`config.mk`:
```
export PLATFORM = sky130hd
export DESIGN_NAME = mul_div_unit_flat
export DESIGN_NICKNAME = d
export VERILOG_FILES = /design/src/rtl/mul_div_unit_if.sv /design/src/rtl/mul_div_unit.sv /design/src/flat_wrapper.sv
export SDC_FILE = /design/constraint.sdc
export NUM_CORES = 1
export LEC_CHECK = 0
export CAP_MARGIN = 20
export CORE_MARGIN = 2
export CORE_UTILIZATION = 50
export DETAILED_ROUTE_END_ITERATION = 7
export PLACE_DENSITY_LB_ADDON = 0.25
export SLEW_MARGIN = 20
export SYNTH_ARGS = -nofsm -noshare
export SYNTH_HDL_FRONTEND = slang
export SYNTH_SLANG_ARGS = --single-unit
```
`constraint.sdc`:
```
create_clock -name clk -period 3.7 [get_ports clk]
set_input_delay 0.555 -clock clk [delete_from_list [all_inputs] [get_ports clk]]
set_output_delay 0.555 -clock clk [all_outputs]
set_load 0.02 [all_outputs]
```
`src/rtl/mul_div_unit_if.sv`:
```
// Request/response bundle between execute-stage control and the iterative RV32M mul/div unit.
interface mul_div_unit_if #(
    parameter int XLEN = 32
);
    logic            start;
    logic [2:0]      funct3;
    logic [XLEN-1:0] rs1;
    logic [XLEN-1:0] rs2;
    logic            flush;
    logic            busy;
    logic            done;
    logic [XLEN-1:0] result;

    // Handshake: start is sampled only while busy is low (a start while busy is dropped);
    // done pulses for one cycle with result valid, and result then holds until the next accepted start.
    modport master (output start, funct3, rs1, rs2, flush, input busy, done, result);
    modport slave  (input start, funct3, rs1, rs2, flush, output busy, done, result);
endinterface

```
`src/rtl/mul_div_unit.sv`:
```
// Iterative RV32M multiply/divide: shift-add multiply, restoring divide, one bit per cycle.
// Optional macro MULDIV_ZERO_BYPASS_EN sends zero-operand multiplies/divides down the one-cycle fast path.
module mul_div_unit #(
    parameter int XLEN = 32
) (
    input  logic           clk,
    input  logic           rst_n,
    mul_div_unit_if.slave  bus,
    output logic [1:0]     dbg_state_o
);
    localparam int CW = $clog2(XLEN);

    typedef enum logic [1:0] {S_IDLE = 2'd0, S_CALC = 2'd1, S_FIX = 2'd2, S_DONE = 2'd3} state_t;

    state_t            state_q, state_d;
    logic [CW-1:0]     cnt_q;
    logic [2:0]        op_q;
    logic              neg_a_q, neg_b_q;
    logic [XLEN-1:0]   opnd_q;
    logic [2*XLEN-1:0] acc_q, acc_d;
    logic [XLEN-1:0]   result_q;

    logic              accept;
    logic              is_div, signed_a, signed_b, neg_a, neg_b;
    logic [XLEN-1:0]   abs_a, abs_b;
    logic              fast;
    logic [XLEN-1:0]   fast_val;
    logic [XLEN:0]     mul_sum, rem_sh, rem_diff;
    logic              div_ge;
    logic [2*XLEN-1:0] prod;
    logic [XLEN-1:0]   quot, rem, fix_val;

    assign accept = (state_q == S_IDLE) && bus.start && !bus.flush;

    // Request decode: operand signedness, magnitudes and the divide special cases.
    always_comb begin
        is_div   = bus.funct3[2];
        signed_a = (bus.funct3 == 3'b001) || (bus.funct3 == 3'b010) ||
                   (bus.funct3 == 3'b100) || (bus.funct3 == 3'b110);
        signed_b = (bus.funct3 == 3'b001) || (bus.funct3 == 3'b100) || (bus.funct3 == 3'b110);
        neg_a    = signed_a && bus.rs1[XLEN-1];
        neg_b    = signed_b && bus.rs2[XLEN-1];
        abs_a    = neg_a ? -bus.rs1 : bus.rs1;
        abs_b    = neg_b ? -bus.rs2 : bus.rs2;
        fast     = 1'b0;
        fast_val = '0;
        if (is_div && (bus.rs2 == '0)) begin
            fast     = 1'b1;
            fast_val = bus.funct3[1] ? bus.rs1 : '1;
        end else if (is_div && !bus.funct3[0] && (bus.rs1 == {1'b1, {(XLEN-1){1'b0}}}) &&
                     (bus.rs2 == '1)) begin
            fast     = 1'b1;
            fast_val = bus.funct3[1] ? '0 : bus.rs1;
        end
`ifdef MULDIV_ZERO_BYPASS_EN
        else if (!is_div && ((bus.rs1 == '0) || (bus.rs2 == '0))) begin
            fast = 1'b1;
        end else if (is_div && (bus.rs1 == '0)) begin
            fast = 1'b1;
        end
`else
`endif
    end

    // One iteration: acc holds {hi, lo} for multiply and {remainder, quotient} for divide.
    always_comb begin
        mul_sum  = {1'b0, acc_q[2*XLEN-1:XLEN]} + (acc_q[0] ? {1'b0, opnd_q} : '0);
        rem_sh   = {acc_q[2*XLEN-1:XLEN], acc_q[XLEN-1]};
        div_ge   = rem_sh >= {1'b0, opnd_q};
        rem_diff = div_ge ? (rem_sh - {1'b0, opnd_q}) : rem_sh;
        if (op_q[2]) begin
            acc_d = {rem_diff[XLEN-1:0], acc_q[XLEN-2:0], div_ge};
        end else begin
            acc_d = {mul_sum, acc_q[XLEN-1:1]};
        end
    end

    always_comb begin
        prod = (neg_a_q ^ neg_b_q) ? -acc_q : acc_q;
        quot = (neg_a_q ^ neg_b_q) ? -acc_q[XLEN-1:0] : acc_q[XLEN-1:0];
        rem  = neg_a_q ? -acc_q[2*XLEN-1:XLEN] : acc_q[2*XLEN-1:XLEN];
        case (op_q)
            3'b000:                 fix_val = prod[XLEN-1:0];
            3'b001, 3'b010, 3'b011: fix_val = prod[2*XLEN-1:XLEN];
            3'b100, 3'b101:         fix_val = quot;
            default:                fix_val = rem;
        endcase
    end

    always_ff @(posedge clk or negedge rst_n) begin
        if (!rst_n) begin
            state_q <= S_IDLE;
        end else begin
            state_q <= state_d;
        end
    end

    always_comb begin
        state_d = state_q;
        case (state_q)
            S_IDLE: if (accept) state_d = fast ? S_DONE : S_CALC;
            S_CALC: begin
                if (bus.flush) begin
                    state_d = S_IDLE;
                end else if (cnt_q == CW'(XLEN-1)) begin
                    state_d = S_FIX;
                end
            end
            S_FIX:   state_d = S_IDLE;
            S_DONE:  state_d = S_IDLE;
            default: state_d = S_IDLE;
        endcase
    end

    always_ff @(posedge clk or negedge rst_n) begin
        if (!rst_n) begin
            cnt_q    <= '0;
            op_q     <= '0;
            neg_a_q  <= 1'b0;
            neg_b_q  <= 1'b0;
            opnd_q   <= '0;
            acc_q    <= '0;
            result_q <= '0;
        end else if (accept) begin
            cnt_q   <= '0;
            op_q    <= bus.funct3;
            neg_a_q <= neg_a;
            neg_b_q <= neg_b;
            opnd_q  <= is_div ? abs_b : abs_a;
            acc_q   <= {{XLEN{1'b0}}, (is_div ? abs_a : abs_b)};
            if (fast) begin
                result_q <= fast_val;
            end
        end else if ((state_q == S_CALC) && !bus.flush) begin
            acc_q <= acc_d;
            cnt_q <= cnt_q + 1'b1;
        end else if (state_q == S_FIX) begin
            result_q <= fix_val;
        end
    end

    // The FIX cycle presents the freshly corrected value so result is valid alongside done.
    always_comb begin
        bus.busy    = (state_q != S_IDLE);
        bus.done    = (state_q == S_FIX) || (state_q == S_DONE);
        bus.result  = (state_q == S_FIX) ? fix_val : result_q;
        dbg_state_o = state_q;
    end
endmodule

```
`src/flat_wrapper.sv`:
```
// flat-port wrapper written by rule: the top's interface ports become plain ports
module mul_div_unit_flat 
#(
    parameter int XLEN = 32
)
  (clk, rst_n, dbg_state_o, bus_start, bus_funct3, bus_rs1, bus_rs2, bus_flush, bus_busy, bus_done, bus_result);
  mul_div_unit_if #(.XLEN(XLEN)) bus_i ();
  input  logic clk;
  input  logic rst_n;
  output logic [1:0] dbg_state_o;
  input wire logic [$bits(bus_i.start)-1:0] bus_start;
  input wire logic [$bits(bus_i.funct3)-1:0] bus_funct3;
  input wire logic [$bits(bus_i.rs1)-1:0] bus_rs1;
  input wire logic [$bits(bus_i.rs2)-1:0] bus_rs2;
  input wire logic [$bits(bus_i.flush)-1:0] bus_flush;
  output wire logic [$bits(bus_i.busy)-1:0] bus_busy;
  output wire logic [$bits(bus_i.done)-1:0] bus_done;
  output wire logic [$bits(bus_i.result)-1:0] bus_result;
  assign bus_i.start = bus_start;
  assign bus_i.funct3 = bus_funct3;
  assign bus_i.rs1 = bus_rs1;
  assign bus_i.rs2 = bus_rs2;
  assign bus_i.flush = bus_flush;
  assign bus_busy = bus_i.busy;
  assign bus_done = bus_i.done;
  assign bus_result = bus_i.result;
  mul_div_unit #(.XLEN(XLEN)) u_core (.clk(clk), .rst_n(rst_n), .bus(bus_i), .dbg_state_o(dbg_state_o));
endmodule
```
Word level (Yosys, flattened, before mapping)
Cells that the tools add are included.

storage, ports and cells
  register bits = 140
  latch bits = 0
  memory bits (writable) = 0
  memory bits (read-only) = 0
  word-level logic and storage cells = 94
  memories kept = 0

cells by class
  add/sub/neg operators = 8
  $mul = 0
  divide/modulo/power cells = 0
  magnitude comparators = 1
  equal/unequal tests = 19
  shift-type cells = 0
  muxes and demuxes = 30
  bitwise logic cells = 1
  reductions and logical operators = 27

operator list
  kind                                            count
  2-to-1 mux 32 bit                               16
  2-to-1 mux 64 bit                               4
  negator 32 bit                                  4
  one-hot mux 32 bit (3 select lines)             1
  == test 32 bit (second input constant)          2
  negator 64 bit                                  1
  adder 32 x 32 -> 33 bit                         1
  >= comparator 33 x 32 -> 1 bit                  1
  logical NOT 32 bit                              1
  subtractor 32 bit                               1
  == test 3 bit (second input constant)           4
  2-to-1 mux 5 bit                                2
  == test 3 x 2 -> 1 bit (second input constant)  3
  logical AND 1 bit                               9
  2-to-1 mux 2 bit                                4
  == test 3 x 1 -> 1 bit (second input constant)  2
  logical OR 1 bit                                6
  one-hot mux 2 bit (3 select lines)              1
  adder 5 x 1 -> 5 bit (second input constant)    1
  == test 5 bit (second input constant)           1
  == test 2 bit (second input constant)           2
  != test 2 x 1 -> 1 bit (second input constant)  2
  AND reduction 2 bit                             2
  nonzero test 2 bit                              2
  10 further kinds                                13

Depth between registers and ports, before layout
Gate-level depths: netlist of run 1.

  depth in word-level cells = 9
  mapped depth = 14

Worst setup path before layout of run 1
No wires, ideal clock.

  kind = flip-flop to output port
  start = register u_core.acc_q[0]
  end = output port bus_result[30]
  arrival = 2.870 ns
  data required time = 3.145 ns
  slack = 0.275 ns
  cell stages (with the launch flop) = 11
  path buffers = 1
  cell sequence = dfrtp_1 -> inv_1 -> clkbuf_1 -> ha_1 -> nor3b_1 -> nand4_1 -> or4_1 -> mux2i_1 -> o21ai_0 -> a311oi_1 -> o21ai_0

between the ends
  longest elaborated chain between the ends = 4

ends and longest elaborated chain
  item                                                    line                                    source
  from (decl)                                             mul_div_unit.sv:20                      logic [2*XLEN-1:0] acc_q, acc_d;
  from (signal assigned)                                  mul_div_unit.sv:130                     acc_q <= {{XLEN{1'b0}}, (is_div ? abs_a : abs_b)};
  negator 64 bit or negator 32 bit (tied branches)        mul_div_unit.sv:79, mul_div_unit.sv:80
  2-to-1 mux 64 bit or 2-to-1 mux 32 bit (tied branches)  mul_div_unit.sv:79, mul_div_unit.sv:80
  one-hot mux 32 bit (3 select lines) *                   mul_div_unit.sv:82                      case (op_q)
  2-to-1 mux 32 bit *                                     mul_div_unit.sv:146                     bus.result = (state_q == S_FIX) ? fix_val : result_q;
  to (decl)                                               flat_wrapper.sv:18                      output wire logic [$bits(bus_i.result)-1:0] bus_result;

Every way passes the cells marked *; elsewhere a longest branch is shown, timed or not.

Worst setup path after layout of run 1
  start = register u_core.acc_q[10]
  end = output port bus_result[8]

between the ends
  longest elaborated chain between the ends = 4

ends and longest elaborated chain
  item                                 line                 source
  negator 64 bit                       mul_div_unit.sv:79   prod = (neg_a_q ^ neg_b_q) ? -acc_q : acc_q;
  2-to-1 mux 64 bit                    mul_div_unit.sv:79
  one-hot mux 32 bit (3 select lines)  mul_div_unit.sv:82
  2-to-1 mux 32 bit                    mul_div_unit.sv:146

No other way between the ends.

==> results.txt, run 1 <==
number of flops mapped to enable cells by yosys -> 0
Sw Pwr -> 0.00726 W
Die Wd -> 180 um
CTS tree -> done
first-pass iteration count of the detailed router -> 8
RR Endpoint -> u_core.acc_q[61]
IR drop worst, VDD -> 0.424 mV
post-layout util -> 67.1%
Clock Tree Buf Depth -> 2
Main synth FF type -> dfrtp_1
Critical Path End Type -> primary output
Ant. Diodes -> 0
clock root cell -> clkbuf_16
Overflow after GRT -> 0
initial antenna violation count -> 2
Startpoint Class -> register
top-count cell post-synth -> nor2_1
Min-Delay Path Class -> primary input to asynchronous set/reset pin
LEAKAGE -> 8.84 nW
CTS clk-pin slew, worst paths -> 0.07 ns
origin of the critical flop-to-flop path -> u_core.acc_q[0]
vias -> 18600
FMAX -> 255 MHz
total CTS buffers -> 17
Final Max Tran Viols -> 0
final setup vio count -> 22
Vias per Instance -> 6.48
die height -> 180 um
async set or reset register ratio after synthesis -> 100%
Worst Clk Skew -> 0.0175 ns
sequential share of power -> 15.4%
synth unique cells -> 81
Gate Count Post-Synth -> 2149
ANT nets after route -> 0
vias in the first global route -> 17700
Die Area -> 32300 um^2
DP Worst Slack -> -0.358 ns
Sw Share -> 50.8%
Hold Vio Cnt, Final -> 0
Crit Path Class -> register to primary output
register area share after synthesis -> 22.7%
detailed-route DRC error count -> 0
CTS H-tree depth -> 4
CP required -> 3.14 ns
Synth area leader -> dfrtp_1
core area -> 30500 um^2
fin cells -> 2875
internal power -> 0.00704 W
Reg2Reg Setup Slack -> 0.08 ns
placed cells -> 2811
WL final -> 71400 um
Placement Rows -> 64
Post-synth top cells -> nor2_1 (262), nand2_1 (214), a21oi_1 (207), o21ai_0 (200), clkbuf_1 (147)
max_cap viols -> 0
crit share post-route -> 106%
Yosys reg bits -> 140
Starting DRT DRC Count -> 2173
status -> complete, but fails checks
TNS Setup -> -1.98 ns
Avg Cell Area, Syn -> 7.19 um^2
nets@finish -> 2610
CP arrival -> 3.37 ns
first-pass GRT wire length -> 107000 um
share of layout cells above drive strength 1 -> 23.3%
clock power share -> 12.5%
RSZ-0062 raised after global routing -> yes
CP Max Fanout -> 7
clk sinks -> 140
warnings from Yosys -> 0
Initial Util -> 50.6%
Layout area overhead -> 32.6%
Synth area leaders -> dfrtp_1 (23%), a21oi_1 (6.7%), o21ai_0 (6.5%)
largest net degree at the start of global routing -> 106
r2r worst-path depth -> 16
PwrDens -> 698 nW/um^2
minimum clock period -> 3.93 ns
Slew Limit Headroom -> 35.1%
Syn Std Cell Area -> 15500 um^2
GRT Util Overall -> 43.1%
# IOs -> 107
HPWL Detailed -> 55800 um
IO buf count -> 106
Worst Tran Pin Value -> 0.974 ns
post-synth top area share -> 22.7%
gpl congestion -> 1.13
Clk Latency, worst-skew pair -> 0.46 ns
violated checks -> negative setup slack
syn nets -> 2293
final setup margin -> -0.228 ns
share of total power in combinational logic -> 72.1%
drt wl/cell -> 24.9 um
## flip-flops by register name, indices dropped and copies added, names as in the netlist
| signal | flops |
|---|---|
| u_core.acc_q | 64 |
| u_core.opnd_q | 32 |
| u_core.result_q | 32 |
| u_core.cnt_q | 5 |
| u_core.op_q | 3 |
| u_core.dbg_state_o | 2 |
| u_core.neg_a_q | 1 |
| u_core.neg_b_q | 1 |
## critical path, cell delays in order, from the launching register on
cell      delay [ns]
dfrtp_1         0.38
or4_4           0.56
nor4_4          0.17
buf_6           0.17
and4_4          0.28
a31oi_4         0.09
xor2_1          0.16
a222oi_1        0.67
buf_4           0.23
o21ai_2         0.06
buf_6           0.15
## cell usage in the layout, fill, tap and decap left out, types with 11 or more instances in the layout
| cell | n |
|---|---|
| buf_4 | 352 |
| nor2_1 | 251 |
| nand2_1 | 211 |
| a21oi_1 | 195 |
| o21ai_0 | 184 |
| dfrtp_1 | 139 |
| xnor2_1 | 102 |
| xor2_1 | 72 |
| clkdlybuf4s50_1 | 72 |
| ha_1 | 70 |
| inv_1 | 64 |
| o211ai_1 | 53 |
| mux2i_1 | 42 |
| nor3_1 | 41 |
| nand4_1 | 27 |
| nand3_1 | 27 |
| buf_6 | 27 |
| a21o_1 | 26 |
| a31oi_1 | 26 |
| o21ai_1 | 23 |
| o22ai_1 | 21 |
| o31ai_1 | 21 |
| a22oi_1 | 19 |
| or3_1 | 18 |
| clkbuf_16 | 17 |
| nand2b_1 | 15 |
| or2_2 | 13 |
| or4_1 | 12 |
| nor2b_1 | 12 |
| a211oi_1 | 12 |
| or4_4 | 11 |
| nor4_1 | 11 |
| o221ai_1 | 11 |
## power by group through the flow
stage | Combinational (W) | Sequential, W | Clock (W)
finish | 0.0103 | 0.00220 | 0.00179
global route | 0.0109 | 0.00222 | 0.00185
CTS | 0.00970 | 0.00217 | 0.00179
detailed placement | 0.00932 | 0.00219 | 0
global placement | 0.00928 | 0.00216 | 0
floorplan | 0.00543 | 0.00215 | 0
## cells by family after synthesis
| kind of cell | after synthesis | share of synthesized area (%) |
|---|---|---|
| AOI/OAI and AO/OA | 737 | 29.6 |
| muxes | 50 | 3.30 |
| DFF | 140 | 22.7 |
| buffers and inverters | 235 | 5.92 |
| xor gates and xnor gates | 184 | 10.4 |
| adders and majority gates | 73 | 6.01 |
| and+or+nand+nor | 730 | 22.1 |
## worst max path at each step
stage / startpoint / to / slack, ns
3_5_place_dp: u_core.acc_q[10] / bus_result[8] / -0.36
3_3_place_gp: u_core.acc_q[4] / bus_result[8] / -0.28
6_report: u_core.acc_q[10] / bus_result[8] / -0.23
4_1_cts: u_core.acc_q[9] / bus_result[8] / -0.32
2_1_floorplan: u_core.acc_q[0] / bus_result[30] / 0.28
5_1_grt: u_core.acc_q[32] / bus_result[27] / -0.31
## routing by layer
layer / vias to the layer above / wire length, um / track usage [%]
met5: - / 11 / 0
met4: 2 / 5570 / 28.3
met3: 267 / 7110 / 11.3
met2: 1111 / 31500 / 68.0
met1: 8837 / 27200 / 52.0
li1: 8419 / - / -
## metrics by stage
stage / area, um^2 / power, W / hold WS (ns)
global placement: 19000 / 0.0114 / 0.463
finish: 20500 / 0.0143 / 0.175
CTS: 20100 / 0.0137 / 0.223
global route: 20500 / 0.0150 / 0.251
detailed placement: 19000 / 0.0115 / 0.471
floorplan: 15500 / 0.00758 / 0.259
## repair_timing
action                     4_1_cts  5_1_grt
resized for setup              259       80
setup endpoints to repair       34       39
pin swaps                       50       64
setup buffers                   20       15
hold buffers                     0        0
## final cells by class
type                            count  area, um^2
Clock buffer                       17         425
Clock inverter                     15         179
Fill cell                        2632       10000
Inverter                           66         248
Multi-Input combinational cell   1774       11700
Sequential cell                   140        3500
Tap cell                          396         495
Timing Repair Buffer              467        3880
(Power assumes the default switching activity.)
==> run 2, diff against run 1 <==
- clock period: 3.7 -> 4.4 ns (I/O delays scaled with it)
==> run 2 against run 1 <==
  * The flow still finishes with violations (negative setup slack)
  * Utilization is 7.5 points lower
  * Sequential power is 9.1% lower
  * Total power shrank 25%
  * First-iteration DRC count grew 2.6%
  * Via count shrank 6.1%
  * Sequential share of layout area up 2.2 points
  * Combinational power shrank 29%
  * Register-to-register slack improved by 0.18 ns
  * Final area down 11%
  * Critical path type unchanged
  * Critical endpoint is now bus_result[20]
  * Largest cell class unchanged
==> results.txt, run 2 (synthesis gave the netlist of run 1 again) <==
status -> complete, but fails checks
violated checks -> negative setup slack
cts hold-fix bufs -> 0 (unchanged)
IR drop worst, VDD -> 0.341 mV (-20%)
final setup margin -> -0.0434 ns (+0.185 ns)
drt wl/cell -> 25.4 um (+2.3%)
share of layout cells above drive strength 1 -> 11.1% (-12 points)
clock root cell -> clkbuf_16
vias -> 17500 (-6.1%)
RSZ-0062 raised after global routing -> yes
Layout area overhead -> 17.7%
FMAX -> 225 MHz
Hold Vio Cnt, Final -> 0 (unchanged)
commonest non-fill, non-tap cell in the layout -> nor2_1
Crit Path Class -> register to primary output
Starting DRT DRC Count -> 2229 (+2.6%)
Overflow after GRT -> 0 (unchanged)
overall power -> 0.0107 W (-25%)
biggest regs -> u_core.acc_q (64), u_core.opnd_q (32), u_core.result_q (32)
area occupied by multi-input gates -> 11200 um^2 (-4.3%)
CP Max Fanout -> 11 (+4)
Final Max Tran Viols -> 0 (unchanged)
PwrDens -> 589 nW/um^2 (-16%)
Vias per Instance -> 6.61 (+1.9%)
CP arrival -> 3.78 ns (+0.41 ns)
crit share post-route -> 101%
first-pass iteration count of the detailed router -> 7 (-1)
WL final -> 67300 um (-5.8%)
Die Wd -> 180 um (unchanged)
Worst Tran Pin Value -> 0.879 ns (-0.0954 ns)
first-pass GRT wire length -> 101000 um (-5.1%)
total CTS buffers -> 17 (unchanged)
CTS clk-pin slew, worst paths -> 0.07 ns (about the same)
minimum clock period -> 4.44 ns
ANT nets after route -> 0 (unchanged)
Placement Rows -> 64 (unchanged)
Critical Path End Type -> primary output
CTS H-tree depth -> 4 (unchanged)
die height -> 180 um (unchanged)
final setup vio count -> 1 (-95%)
initial antenna violation count -> 1 (-1)
Startpoint Class -> register
LEAKAGE -> 7.82 nW (-12%)
Slew Limit Headroom -> 41.1% (+6.1 points)
detailed-route DRC error count -> 0 (unchanged)
vias in the first global route -> 16100 (-9.2%)
Initial Util -> 50.6% (unchanged)
Clk Latency, worst-skew pair -> 0.45 ns (about the same)
Min-Delay Path Class -> primary input to asynchronous set/reset pin
Clock Tree Buf Depth -> 2 (unchanged)
CP required -> 3.74 ns (+0.60 ns)
HPWL Detailed -> 52900 um (-5.2%)
nets@finish -> 2383 (-8.7%)
gpl congestion -> 1.07 (-5.3%)
CTS tree -> done
Largest register FFs -> 64 (unchanged)
GRT Util Overall -> 41.0% (-2.1 points)
fin cells -> 2648 (-7.9%)
FF+latch area -> 3510 um^2 (about the same)
placed cells -> 2614 (-7.0%)
Top reg by flops -> u_core.acc_q
IO buf count -> 106 (unchanged)
clk sinks -> 140 (unchanged)
max_cap viols -> 0 (unchanged)
# IOs -> 107 (unchanged)
filler cell count -> 2868 (+9.0%)
Die Area -> 32300 um^2 (unchanged)
Worst Clk Skew -> 0.0142 ns (-0.00333 ns)
commonest non-fill, non-tap cells in the layout -> nor2_1 (258), nand2_1 (214), a21oi_1 (206), o21ai_0 (199), dfrtp_1 (137)
Ant. Diodes -> 0 (unchanged)
core area -> 30500 um^2 (unchanged)
largest net degree at the start of global routing -> 86 (-19%)
run 2: path summary, 6_finish.rpt:
check	from	endpoint	slack, ns	cells past startpoint
worst max-delay path	u_core.acc_q[38]	bus_result[20]	-0.04	8
worst min-delay path	rst_n	u_core.result_q[31]	0.20	1
worst max register to register	u_core.acc_q[0]	u_core.acc_q[61]	0.26	13
worst min register to register	u_core.opnd_q[2]	u_core.opnd_q[2]	0.48	2
max in group asynchronous	rst_n	u_core.acc_q[18]	3.30	2
min in group clk	u_core.opnd_q[2]	u_core.opnd_q[2]	0.48	2
run 2: metal layers:
| metal | share of wire, % | vias to the layer above | GRT usage [%] |
|---|---|---|---|
| li1 | - | 7962 | - |
| met1 | 40 | 8334 | 52.8 |
| met2 | 44 | 1004 | 64.3 |
| met5 | 0.019 | - | 0 |
| met4 | 6.7 | 2 | 23.7 |
| met3 | 9.0 | 190 | 7.82 |
run 2: area by class of cell:
type,instances,share of cell area (%)
flip-flops and latches,140,19.3
multi-input cells,1774,61.8
inverters,66,1.36
clock inverters,15,0.736
clock buffers,17,2.34
well taps,396,2.73
repair buffers,240,11.7
run 2: power by group:
part | leakage [nW] | internal (W) | switching [W]
Combinational | 5.73 | 0.00272 | 0.00455
Clock | 0.277 | 0.000743 | 0.000696
Sequential | 1.81 | 0.00157 | 0.000433
run 2: per-stage QoR:
stage / hold WS [ns] / util (%) / area, um^2 / setup TNS [ns] / setup slack, ns
final: 0.197 / 59.6 / 18200 / -0.0434 / -0.0434
after global routing: 0.258 / 59.6 / 18200 / -0.545 / -0.212
after CTS: 0.236 / 59.3 / 18100 / -0.0120 / -0.0120
after detailed placement: 0.472 / 57.1 / 17400 / 0 / 0.215
after global placement: 0.463 / 57.1 / 17400 / 0 / 0.285
after floorplan: 0.364 / - / 15500 / 0 / 0.870
run 2: critical path, stage by stage (launching register included):
cell and delay [ns]:
dfrtp_1 0.57, nor3_1 0.49, nand4_1 0.29, nor4_2 0.41, mux2_2 0.38, a21oi_1 0.25
o21ai_0 0.13, o22a_1 0.25, clkdlybuf4s50_1 0.56
run 2: what timing repair did:
action	CTS	global route
buffers inserted	1	1
pin swaps	3	3
endpoints found under the setup margin	30	24
gates resized for setup	36	27
==> run 3, diff against run 2 <==
- SLEW_MARGIN: 20 -> not set
==> results of run 3 <==
The final DEF is identical to that of run 2; final timing and power are the same.
